### config.mk
export PLATFORM = sky130hd
export DESIGN_NAME = mmio_seg_display
export DESIGN_NICKNAME = d
export VERILOG_FILES = /design/src/rtl/mmio_seg_display.sv
export SDC_FILE = /design/constraint.sdc
export NUM_CORES = 1
export LEC_CHECK = 0
export CAP_MARGIN = 5
export CORE_ASPECT_RATIO = 1.2
export CORE_MARGIN = 8
export CORE_UTILIZATION = 40
export DETAILED_ROUTE_END_ITERATION = 8
export PLACE_DENSITY = 0.77
export SLEW_MARGIN = 10
export SYNTH_ARGS = -nofsm -noshare
export SYNTH_HDL_FRONTEND = slang
export SYNTH_SLANG_ARGS = --single-unit
export TNS_END_PERCENT = 5
### constraint.sdc
create_clock -name clk -period 2.1 [get_ports clk]
set_clock_uncertainty 0.05 [all_clocks]
set_input_delay 0.315 -clock clk [delete_from_list [all_inputs] [get_ports clk]]
set_output_delay 0.315 -clock clk [all_outputs]
set_load 0.05 [all_outputs]
### src/rtl/mmio_seg_display.sv
// Memory-mapped 4-digit hex 7-segment scanner: VALUE at BASE_ADDR, CTRL at BASE_ADDR+4.
// Optional blink gating is compiled in with the SEG_BLINK_EN macro.
module mmio_seg_display #(
  parameter logic [31:0] BASE_ADDR   = 32'h0000_0400,
  parameter int unsigned REFRESH_DIV = 50000
) (
  input  logic        clk,
  input  logic        reset,
  input  logic        mem_write,
  input  logic [31:0] data_adr,
  input  logic [31:0] write_data,
  output logic [31:0] rd_data,
  output logic        hit,
  output logic [6:0]  segments,
  output logic [3:0]  digit_n
);

  localparam int unsigned CW = (REFRESH_DIV > 1) ? $clog2(REFRESH_DIV) : 1;
  localparam logic [CW-1:0] CNT_LAST = CW'(REFRESH_DIV - 1);

  typedef enum logic {SHOW, GAP} state_t;

  state_t        state_q, state_d;
  logic [1:0]    idx_q, idx_d;
  logic [CW-1:0] cnt_q, cnt_d;
  logic [15:0]   value_q, value_d;
  logic [4:0]    ctrl_q, ctrl_d;
  logic [6:0]    seg_q, seg_d;
  logic [3:0]    dig_q, dig_d;
  logic          sel_value, sel_ctrl, blank;
  logic [3:0]    nibble;
  logic          unused_wdata;

  assign unused_wdata = ^write_data[31:16];

  assign sel_value = (data_adr == BASE_ADDR);
  assign sel_ctrl  = (data_adr == BASE_ADDR + 32'd4);
  assign hit       = sel_value | sel_ctrl;

  always_comb begin
    rd_data = '0;
    if (sel_value)     rd_data = {16'b0, value_q};
    else if (sel_ctrl) rd_data = {27'b0, ctrl_q};
  end

`ifdef SEG_BLINK_EN
  logic [23:0] blink_q;
  always_ff @(posedge clk) begin
    if (reset) blink_q <= '0;
    else       blink_q <= blink_q + 24'd1;
  end
  assign blank = ctrl_q[4] & blink_q[23];
`else
  assign blank = 1'b0;
`endif

  always_comb begin
    state_d = state_q;
    idx_d   = idx_q;
    cnt_d   = cnt_q;
    value_d = value_q;
    ctrl_d  = ctrl_q;
    if (mem_write && sel_value) value_d = write_data[15:0];
    if (mem_write && sel_ctrl)  ctrl_d  = write_data[4:0];
    case (state_q)
      SHOW: begin
        if (cnt_q == CNT_LAST) begin
          state_d = GAP;
          cnt_d   = '0;
        end else begin
          cnt_d = cnt_q + 1'b1;
        end
      end
      default: begin
        state_d = SHOW;
        idx_d   = idx_q + 2'd1;
      end
    endcase
  end

  // Outputs are a registered image of the current scan state, so a store lands
  // on the display one edge after it is accepted, including across a digit switch.
  assign nibble = value_q[{idx_q, 2'b00} +: 4];

  always_comb begin
    seg_d = 7'h7F;
    dig_d = 4'hF;
    if (state_q == SHOW) begin
      case (nibble)
        4'h0: seg_d = 7'h40;
        4'h1: seg_d = 7'h79;
        4'h2: seg_d = 7'h24;
        4'h3: seg_d = 7'h30;
        4'h4: seg_d = 7'h19;
        4'h5: seg_d = 7'h12;
        4'h6: seg_d = 7'h02;
        4'h7: seg_d = 7'h78;
        4'h8: seg_d = 7'h00;
        4'h9: seg_d = 7'h10;
        4'hA: seg_d = 7'h08;
        4'hB: seg_d = 7'h03;
        4'hC: seg_d = 7'h46;
        4'hD: seg_d = 7'h21;
        4'hE: seg_d = 7'h06;
        default: seg_d = 7'h0E;
      endcase
      if (ctrl_q[idx_q] && !blank) dig_d = ~(4'b0001 << idx_q);
    end
  end

  always_ff @(posedge clk) begin
    if (reset) begin
      state_q <= SHOW;
      idx_q   <= '0;
      cnt_q   <= '0;
      value_q <= '0;
      ctrl_q  <= 5'h0F;
      seg_q   <= 7'h7F;
      dig_q   <= 4'hF;
    end else begin
      state_q <= state_d;
      idx_q   <= idx_d;
      cnt_q   <= cnt_d;
      value_q <= value_d;
      ctrl_q  <= ctrl_d;
      seg_q   <= seg_d;
      dig_q   <= dig_d;
    end
  end

  assign segments = seg_q;
  assign digit_n  = dig_q;

endmodule

Word-level counts from Yosys, hierarchy flattened
Memory sizes are Yosys's and may differ from the RTL's. A register that Yosys moved wholly into a read port is not among the register bits.
Cells that the tools add are included.
{ "word_totals": {"word_cells": 28, "memories": 1, "reg_bits": 44, "in_bits": 67, "out_inout_bits": 44, "mem_bits_ro": 112} }
{ "memory_table": {"columns": ["name", "words", "width", "rd", "rd_clocked_by_memory_dff", "wr", "line_no", "text"], "rows": [
  ["(no name shown)", 16, 7, 1, 1, 0, "89", "case (nibble)"]
]} }
{ "classes": {"magnitude_cmp": 1, "eq_ne": 3, "reduce_logical": 4, "muxes": 6, "add_sub_neg": 2, "shifts": 2, "bitwise_logic": 3} }
{ "ops": {"columns": ["cell", "n"], "rows": [
  ["equality test 32 x 11 -> 1 bit, second input constant", 2],
  ["two-way mux 32 bit", 1],
  ["adder 16 x 1 -> 16 bit, second input constant", 1],
  ["equality test 16 bit, second input constant", 1],
  ["two-way mux 16 bit", 1],
  ["indexed part select 16 x 5 -> 4 bit", 1],
  ["two-way mux 5 bit", 1],
  ["< comparator 2 x 4 -> 1 bit, second input constant", 1],
  ["inverter 4 bit", 1],
  ["<< shifter 1 x 2 -> 4 bit, first input constant", 1],
  ["OR reduction 3 bit", 1],
  ["adder 2 x 1 -> 2 bit, second input constant", 1],
  ["binary-select mux 1 bit (select 2 bit)", 1],
  ["logical AND 1 bit", 2],
  ["two-way mux 1 bit", 2],
  ["OR reduction 2 bit", 1],
  ["inverter 1 bit", 1],
  ["bitwise OR 1 bit", 1]
]} }

Logic depth before layout (Yosys ltp)
{ "depth": {"depth_word": 4, "mapped_depth": 7, "ltp_nobuf": 6} }

Worst setup path before layout
OpenSTA, ideal clock, no wires.
{ "synth_path": {"path_type": "input -> output", "from": "input port data_adr[8]", "to": "output port rd_data[0]", "t_arrival_ns": 1.955, "setup_slack_ns": -0.220, "cell_stages": 5, "path_buffers": 1, "t_required_ns": 1.735, "cell_sequence": "nor4b_1 nand4_1 or2_2 clkbuf_1 nor2_1"} }
{ "synth_via": {"elab_chain_len": 3, "elab_cells_between_ends": 4, "cone_classes": "eq/ne (2); mux (2)"} }
{ "synth_rtl": {"columns": ["item", "line_no", "text"], "rows": [
  ["from (decl)", "10", "input logic [31:0] data_adr,"],
  ["equality test 32 x 11 -> 1 bit", "37", "assign sel_ctrl = (data_adr == BASE_ADDR + 32'd4);"],
  ["two-way mux 5 bit", "43", "else if (sel_ctrl) rd_data = {27'b0, ctrl_q};"],
  ["two-way mux 32 bit *", "42", "if (sel_value) rd_data = {16'b0, value_q};"],
  ["to (decl)", "12", "output logic [31:0] rd_data,"]
]} }
Mark *: on every way between the ends. The rest lies on a longest branch, timed or not.

Final worst setup path
{ "layout_path": {"from": "input port data_adr[5]", "to": "output port rd_data[3]"} }
Same word-level chain as after synthesis.

==> flow_summary.yaml <==
run_status:
  outcome: "finished clean"
cts:
  h-tree-depth: 2
  cts_tree: "done"
  clock_latency_ns: 0.30
  clockRootBuffer: "clkbuf_8"
  clk_pin_slew_worst_paths_ns: 0.10
  cts_buffer_depth: 2
  clock_sinks: 51
  cts_made_buffers: 5
routing:
  wire_per_inst_um: 14.6
  route.final.wire_length_mm: 7.06
  drtIter0Drc: 66
  drc_errors: 0
  drtAntennaViolNets: 0
  via_per_inst: 4.89
  firstDrtPassIters: 4
  vias: 2361
final_layout:
  area_delta_synth_final_pct: 43.7
  fin_util_pct: 59.5
  drive_gt1_share_pct: 22.7
  fillers: 636
  n_antenna_cell: 0
  nets: 473
  finish.instance_area_mm2: 0.00408
global_routing:
  grt_start_max_net_pins: 42
  grt.total_usage_pct: 14.3
  antenna_found_initial: 0
  grt_pass1_vias: 2556
  grt-ovfl-total: 0
  grt_pass1_wl_mm: 11.9
flow_run:
  maxCapViolations: 0
logic_synthesis:
  synth_ff_type: "dfxtp_1"
  ys_seq_area_share_pct: 36.0
  ys_types: 43
  synth_area_mm2: 0.00284
  async_reset_ff_share_pct: 0
  synth-edff-count: 0
  netlist_instances: 307
  ys_warn_count: 0
  ys_seq_elements: 51
  syn_area_per_cell_um2: 9.24
sta:
  grt_setup_unrepaired: "true"
  worstMarginPinSlew_ns: 0.514
  setup_viol: 0
  slew_headroom_pct: 65.6
  fmax_mhz: 480
  slew_violations: 0
  finalHoldViolations: 0
  fin_crit_ns: 2.08
  fin_crit_sh_pct: 99.3
pwr:
  p_per_area_mw_per_mm2: 453
  p_leak_nw: 1.54
  vdd_drop_max_mv: 0.356
floorplanning:
  die_height_um: 108
  die_width_um: 92.9
  die_area_mm2: 0.0101
  core_area_mm2: 0.00685
  pin_count: 111
  start_util_pct: 41.4
  core.rowCount: 33
placement:
  dp_hpwl_mm: 5.56
  numPortBuffers: 78
  place_congestion: 0.805
  place_area_mm2: 0.00392
critical_path:
  start_kind: "primary input"
  critical_path.endpoint_type: "primary output"
  cp_max_fo: 6
  arrival_ns: 1.72
  crit_required_ns: 1.74
  crit_type: "primary input to primary output"
worst_hold_path:
  hold_class: "flip-flop to flip-flop"
==> report_power, final <==
group	switching, mW	total, mW	internal, mW
combinational	0.154	0.263	0.109
clock	0.330	0.600	0.270
sequential	0.00615	0.985	0.978
total	0.490	1.85	1.36
==> worst max-delay path, stage by stage <==
cell and delay (ns):
dlygate4sd2_1 0.24, nor4_2 0.15, nand4_1 0.23, buf_4 0.21, or2_4 0.30, nor2_4 0.13, buf_12 0.14
==> flip-flops by register name (all words and copies together) (netlist names) <==
| name | flops |
|---|---|
| cnt_q | 16 |
| ctrl_q | 5 |
| state_q | 1 |
| value_q | 16 |
| digit_n | 4 |
| idx_q | 2 |
| segments | 7 |
==> final cells by class <==
class | instances | area [um2] | share of cell area, %
Sequential cell | 51 | 1020 | 25.1
Timing Repair Buffer | 98 | 1060 | 26.0
Inverter | 6 | 22.5 | 0.552
Multi-Input combinational cell | 233 | 1770 | 43.3
Tap cell | 87 | 109 | 2.67
Clock buffer | 6 | 82.6 | 2.03
Clock inverter | 2 | 16.3 | 0.399
==> kinds of logic after synthesis <==
logic type	after synthesis	synth area share, %
flip-flops	51	36.0
AND/OR/NAND/NOR	139	29.1
AO/OA/AOI/OAI	19	3.88
multiplexers	34	14.2
other	1	0.132
buffers and inverters	38	7.50
adder cells (fa/ha/maj)	11	4.85
XOR/XNOR	14	4.32
==> routing by layer <==
metal / wire length (um) / part of all wire, % / vias up / global-route usage [%]
met5: 0 / 0 / - / 0
met4: 67 / 0.95 / 0 / 4.15
met3: 425 / 6.0 / 6 / 4.64
met2: 3860 / 55 / 50 / 26.8
met1: 2700 / 38 / 1111 / 14.8
li1: - / - / 1194 / -
==> layout by cell type, fill, tap and decap left out, types with 16 or more instances in the layout <==
cell / instances
clkdlybuf4s50_1: 30
nor2_1: 31
buf_4: 17
mux2i_1: 29
buf_12: 18
dfxtp_1: 50
conb_1: 16
nand2b_1: 36
==> final timing paths <==
kind | startpoint | to | slack (ns) | cells after the start
worst max-delay path | data_adr[5] | rd_data[3] | 0.02 | 7
worst min-delay path | ctrl_q[4] | ctrl_q[4] | 0.43 | 2
worst max register to register | idx_q[0] | segments[3] | 0.08 | 5
worst min register to register | ctrl_q[4] | ctrl_q[4] | 0.43 | 2
==> Yosys cell counts (4+ instances only) <==
master	count	area, um2
nor4_2	4	50.1
nor2_1	36	135
nand4_1	8	50.1
xor2_1	6	52.6
clkbuf_1	13	48.8
nor3_1	4	20.0
a21oi_1	6	30.0
and2_1	12	75.1
mux2i_1	29	290
mux4_2	5	113
nand2_1	11	41.3
inv_1	6	22.5
ha_1	11	138
nand2b_1	36	225
buf_4	16	120
o21ai_0	5	25.0
xnor2_1	8	70.1
dfxtp_1	51	1020
==> through the flow <==
stage	hold WS (ns)	power, mW	setup WS (ns)	instances	TNS, ns
floorplan	0.398	1.18	-0.0534	322	-0.267
global placement	0.411	1.28	-0.270	472	-4.92
detailed placement	0.421	1.29	-0.267	472	-5.30
CTS	0.435	1.86	-0.00176	483	-0.00387
global route	0.453	1.92	-0.0208	483	-0.166
finish	0.430	1.85	0.0152	483	0
==> timing repair <==
item | in CTS | in global routing
pin swaps | 18 | 3
setup endpoints to repair | 17 | 20
gates resized for setup | 88 | 8
cloned | 1 | 0
buffers inserted | 2 | 0
hold buffers | 0 | 0
Power figures use the tool's default switching activity.
